<file path="config.mk">
export PLATFORM = sky130hd
export DESIGN_NAME = uk_frame_mac
export DESIGN_NICKNAME = d
export VERILOG_FILES = /design/src/rtl/uk_frame_mac.sv
export SDC_FILE = /design/constraint.sdc
export NUM_CORES = 1
export LEC_CHECK = 0
export BUFFER_PORTS_ARGS = -buffer_cell sky130_fd_sc_hd__buf_2
export CELL_PAD_IN_SITES_DETAIL_PLACEMENT = 1
export CELL_PAD_IN_SITES_GLOBAL_PLACEMENT = 2
export CORE_ASPECT_RATIO = 0.7
export CORE_MARGIN = 10
export CORE_UTILIZATION = 41
export DETAILED_ROUTE_END_ITERATION = 10
export GPL_TIMING_DRIVEN = 0
export PLACE_DENSITY = 0.94
export SYNTH_ARGS = -nofsm -noshare
export SYNTH_HDL_FRONTEND = slang
export SYNTH_SLANG_ARGS = --single-unit
</file>
<file path="constraint.sdc">
create_clock -name CS -period 6.56 [get_ports CS]
set_input_delay 0.328 -clock CS [delete_from_list [all_inputs] [get_ports CS]]
set_output_delay 0.328 -clock CS [all_outputs]
set_load 0.02 [all_outputs]
</file>
<file path="src/rtl/uk_frame_mac.sv">
// Frame multiply-accumulate around the Uk coefficient ROM: pairs each accepted sample with ROM[idx] one cycle later.
// Optional saturation and sticky `sat` output enabled by defining UK_MAC_SAT_EN.
module uk_frame_mac #(
    parameter int unsigned FRAME_LEN = 256,
    parameter int unsigned ACC_W     = 24
) (
    input  logic             CS,
    input  logic             cen,
    input  logic             start,
    input  logic [7:0]       sample_in,
    input  logic             sample_valid,
    output logic             sample_ready,
    output logic [7:0]       add,
    input  logic [7:0]       Ukp,
    output logic [ACC_W-1:0] acc_out,
    output logic             done,
    output logic             busy
`ifdef UK_MAC_SAT_EN
    ,
    output logic             sat
`endif
);

    localparam int unsigned CNT_W  = 9;
    localparam int unsigned PROD_W = 16;
`ifdef UK_MAC_SAT_EN
    localparam int unsigned SUM_W  = ACC_W + 1;
`else
    localparam int unsigned SUM_W  = ACC_W;
`endif
    localparam logic [CNT_W-1:0] LAST_CNT = CNT_W'(FRAME_LEN - 1);

    typedef enum logic [1:0] {
        IDLE  = 2'd0,
        RUN   = 2'd1,
        DRAIN = 2'd2,
        DONE  = 2'd3
    } state_e;

    state_e             state_q, state_d;
    logic [7:0]         idx_q, idx_d;
    logic [CNT_W-1:0]   cnt_q, cnt_d;
    logic [7:0]         sample_q, sample_d;
    logic               pair_v_q, pair_v_d;
    logic [ACC_W-1:0]   acc_q, acc_d;
    logic [ACC_W-1:0]   acc_out_q, acc_out_d;
    logic               done_q, done_d;
    logic               busy_q, busy_d;
    logic               ready_q, ready_d;
    logic               sat_q, sat_d;

    logic               accept;
    logic [PROD_W-1:0]  prod;
    logic [SUM_W-1:0]   sum;

    // Next-state, datapath and registered-output decode
    always_comb begin
        state_d   = state_q;
        idx_d     = idx_q;
        cnt_d     = cnt_q;
        sample_d  = sample_q;
        pair_v_d  = 1'b0;
        acc_d     = acc_q;
        acc_out_d = acc_out_q;
        done_d    = 1'b0;
        sat_d     = sat_q;

        accept = sample_valid & ready_q;
        prod   = PROD_W'(sample_q) * PROD_W'(Ukp);
        sum    = SUM_W'(acc_q) + SUM_W'(prod);

        // Ukp for the previously accepted sample is valid exactly while pair_v_q is set
        if (pair_v_q) begin
`ifdef UK_MAC_SAT_EN
            if (sum[ACC_W]) begin
                acc_d = '1;
                sat_d = 1'b1;
            end else begin
                acc_d = sum[ACC_W-1:0];
            end
`else
            acc_d = sum;
`endif
        end

        case (state_q)
            IDLE: begin
                if (start) begin
                    state_d = RUN;
                    acc_d   = '0;
                    idx_d   = 8'd0;
                    cnt_d   = '0;
                    sat_d   = 1'b0;
                end
            end
            RUN: begin
                if (accept) begin
                    sample_d = sample_in;
                    pair_v_d = 1'b1;
                    idx_d    = idx_q + 8'd1;
                    cnt_d    = cnt_q + CNT_W'(1);
                    if (cnt_q == LAST_CNT) begin
                        state_d = DRAIN;
                    end
                end
            end
            DRAIN: begin
                state_d = DONE;
            end
            DONE: begin
                acc_out_d = acc_q;
                done_d    = 1'b1;
                state_d   = IDLE;
            end
            default: begin
                state_d = IDLE;
            end
        endcase

        ready_d = (state_d == RUN);
        busy_d  = (state_d == RUN) || (state_d == DRAIN);
    end

    // State and datapath registers
    always_ff @(posedge CS or negedge cen) begin
        if (!cen) begin
            state_q   <= IDLE;
            idx_q     <= 8'd0;
            cnt_q     <= '0;
            sample_q  <= 8'd0;
            pair_v_q  <= 1'b0;
            acc_q     <= '0;
            acc_out_q <= '0;
            done_q    <= 1'b0;
            busy_q    <= 1'b0;
            ready_q   <= 1'b0;
            sat_q     <= 1'b0;
        end else begin
            state_q   <= state_d;
            idx_q     <= idx_d;
            cnt_q     <= cnt_d;
            sample_q  <= sample_d;
            pair_v_q  <= pair_v_d;
            acc_q     <= acc_d;
            acc_out_q <= acc_out_d;
            done_q    <= done_d;
            busy_q    <= busy_d;
            ready_q   <= ready_d;
            sat_q     <= sat_d;
        end
    end

    assign sample_ready = ready_q;
    assign add          = idx_q;
    assign acc_out      = acc_out_q;
    assign done         = done_q;
    assign busy         = busy_q;
`ifdef UK_MAC_SAT_EN
    assign sat          = sat_q;
`else
    logic unused_sat;
    assign unused_sat   = sat_q;
`endif

endmodule
</file>
==> results.cfg <==
[worst_hold_path]
worstHoldStart = sample_in[5]
hold_path_depth = 3
worstHoldEndpoint = sample_q[5]
worstHoldPathType = primary input to flop

[logic_synthesis]
yosysTopAreaCell = dfrtp_1
yosysTopAreaCellShare_pct = 33.03
synth_common_cells = inv_1 (105), nand2_1 (92), dfrtp_1 (79)
synth-seq-cells = 79
yosysWarnings = 0
syn_area_per_cell_um2 = 9.367
ys.flop_type = dfrtp_1
synthAdderAreaFrac_pct = 26.13
synth.most_common_cell = inv_1
synth-xor-area-share_pct = 2.487
synth_edf_count = 0
syn_inst = 639
seq_area_frac_synth_pct = 33.03
synth_top_family_by_area = adder cells
synth_nets = 754
yosys-top-cells-area = dfrtp_1 (33%), fa_1 (17%), ha_1 (9.4%)
synthArstFlopShare_pct = 100.0
synthesis.area_um2 = 5986
yosysUniqueCellTypes = 51
synth_compound_area_share_pct = 8.926
synth_simple_gate_area_share_pct = 17.14
synth_mux_area_share_pct = 4.118

[cts]
clock-sinks = 79
ctsHtreeMaxLevel = 3
postCtsSetupBuffers = 0
cts_resized = 0
cts_tree = yes
clock_latency_ns = 0.35
ctsHoldBuffers = 1
cts_buffer_depth = 2
cts_buffers = 9
cts_root_buf = clkbuf_16
clkTransAtPathRegs_ns = 0.06

[die]
die_x_um = 164.4
initial_core_util_pct = 42.46
pin_count = 55
num_rows = 36
die_area_um2 = 19910
core_area_um2 = 14100
dieHeight_um = 121.1

[power_and_ir_drop]
p_sw_mw = 1.571
seqPwrFrac_pct = 21.2
switching_share_pct = 47.67
clockPowerShare_pct = 16.0
intPower_mw = 1.725
pwr-share-comb_pct = 62.9
p_total_mw = 3.295
powerDensity_nw_per_um2 = 482.0
ir_worst_vdd_mv = 0.2612
leakage_nw = 3.597

[critical_path]
slowest_delay_ns = 0.55
worst-setup-path-type = flop to flop
start_kind = flop
crit_top_cell = fa_1
rrSetupSlack_ns = 1.55
path_cells = clkbuf_1 > and2_1 > fa_1 > fa_1 > inv_1 > fa_1 > fa_1 > inv_1 > ha_1 > buf_4 > a21oi_1 > o21ai_0 > a31oi_1 > o21a_1 > o21ai_0 > a21oi_1
rr_endpoint = acc_q[22]
required_ns = 6.83
crit_fanout = 9
reg2reg_from = sample_q[5]
end_kind = flop
critPathTopFamily = adder cells
crit_path_top_delay_cell = fa_1
cp_num_buf_inv = 4
reg2reg_depth = 16
arrival_ns = 5.28

[place]
dpl_cell_area_um2 = 6514
globalplace.congestion = 0.8341
place_ws_ns = 1.606
dp_hpwl_um = 12560
portBuffers = 52
dp_cells = 882

[status]
status = complete, no violations

[global_routing]
grt_pass1_vias = 4983
gr-total-overflow = 0
grt_max_degree = 62
groute.usage.overall_pct = 15.87
antenna_found_initial = 0
grt_pass1_wl_um = 25470

[drt]
drc = 0
drt-initial-drc-count = 145
vias = 4527
antenna_left = 0
wl_per_cell_um = 17.01
wirelength_um = 15300
first_pass_iters = 4
vias_per_cell = 5.036

[sta]
finalHoldViolations = 0
max_clock_freq_mhz = 199.4
layout_min_cycle_time_ns = 5.014
tightest_slew_ns = 0.7158
fin_hold_ws_ns = 0.1648
clock_skew_ns = 0.008183
slew-limit-headroom_pct = 52.28
setup_ws_ns = 1.546
rsz0062_at_grt = false
setup_tns_ns = 0
setup_viol = 0
maxSlewViolCount = 0
min_period_over_period_pct = 76.44

[layout]
final_cells = 899
diodes = 0
fillers = 1644
fin_nets = 819
fin_area_um2 = 6837
syn2layout_area_growth_pct = 14.21
fin_util_pct = 48.49
drive_gt1_share_pct = 13.68

[job]
cap_violations = 0
flip-flops by register name, indices dropped and copies added, names as in the netlist:
name,cells
add,8
done,1
acc_q,24
sample_ready,1
sample_q,8
acc_out,24
pair_v_q,1
busy,1
state_q,2
cnt_q,9
layout make-up:
class	count	area, um^2	area share, %
multi-input cells	433	3520	51.48
flip-flops and latches	79	1977	28.92
inverters	106	397.9	5.820
repair buffers	54	300.3	4.392
well taps	190	237.7	3.477
clock buffers	9	225.2	3.294
plain buffers	21	91.34	1.336
clock inverters	7	87.58	1.281
layer usage:
metal | vias up | wire [um] | track usage, %
met4 | 0 | 82 | 2.759
met3 | 9 | 725 | 4.271
met5 | - | 0 | 0
li1 | 2176 | - | -
met2 | 75 | 6515 | 24.02
met1 | 2267 | 7974 | 22.51
how the worst max path moves through the flow:
stage	startpoint	end	slack [ns]	depth (start not counted)
floorplan	sample_q[5]	acc_q[22]	2.23	16
global placement	sample_q[5]	acc_q[22]	1.76	16
detailed placement	sample_q[5]	acc_q[22]	1.61	16
CTS	sample_q[5]	acc_q[22]	1.60	16
global route	sample_q[5]	acc_q[18]	1.35	16
finish	sample_q[5]	acc_q[22]	1.55	16
power by group through the flow:
stage / logic, mW / registers (mW) / clock network, mW
2_1_floorplan: 1.55 / 0.684 / 0
3_3_place_gp: 1.96 / 0.697 / 0
3_5_place_dp: 2.06 / 0.704 / 0
4_1_cts: 2.09 / 0.696 / 0.539
5_1_grt: 2.37 / 0.715 / 0.559
6_report: 2.07 / 0.698 / 0.526
cells in the final DEF (no fill, tap or decap), types with 23 or more instances in the layout:
cell | netlist | final
nand2_1 | 92 | 92
dfrtp_1 | 79 | 79
fa_1 | 50 | 50
a21oi_1 | 23 | 23
inv_1 | 105 | 105
buf_2 | 4 | 55
and2_1 | 36 | 36
ha_1 | 45 | 45
o21ai_0 | 34 | 34
nor2_1 | 29 | 29
tightest hold or removal path, delay by kind of cell:
kind / cells / cell delay (ns)
AND/OR/NAND/NOR: 2 / 0.08
buffers and inverters: 1 / 0.07
logic make-up after synthesis:
family	count (synthesis)
xor+xnor	17
compound gates	89
buf+inv	127
mux	23
fa+ha+maj	95
flops	79
simple gates	209
Note: power is estimated with default switching activity, not from simulation.
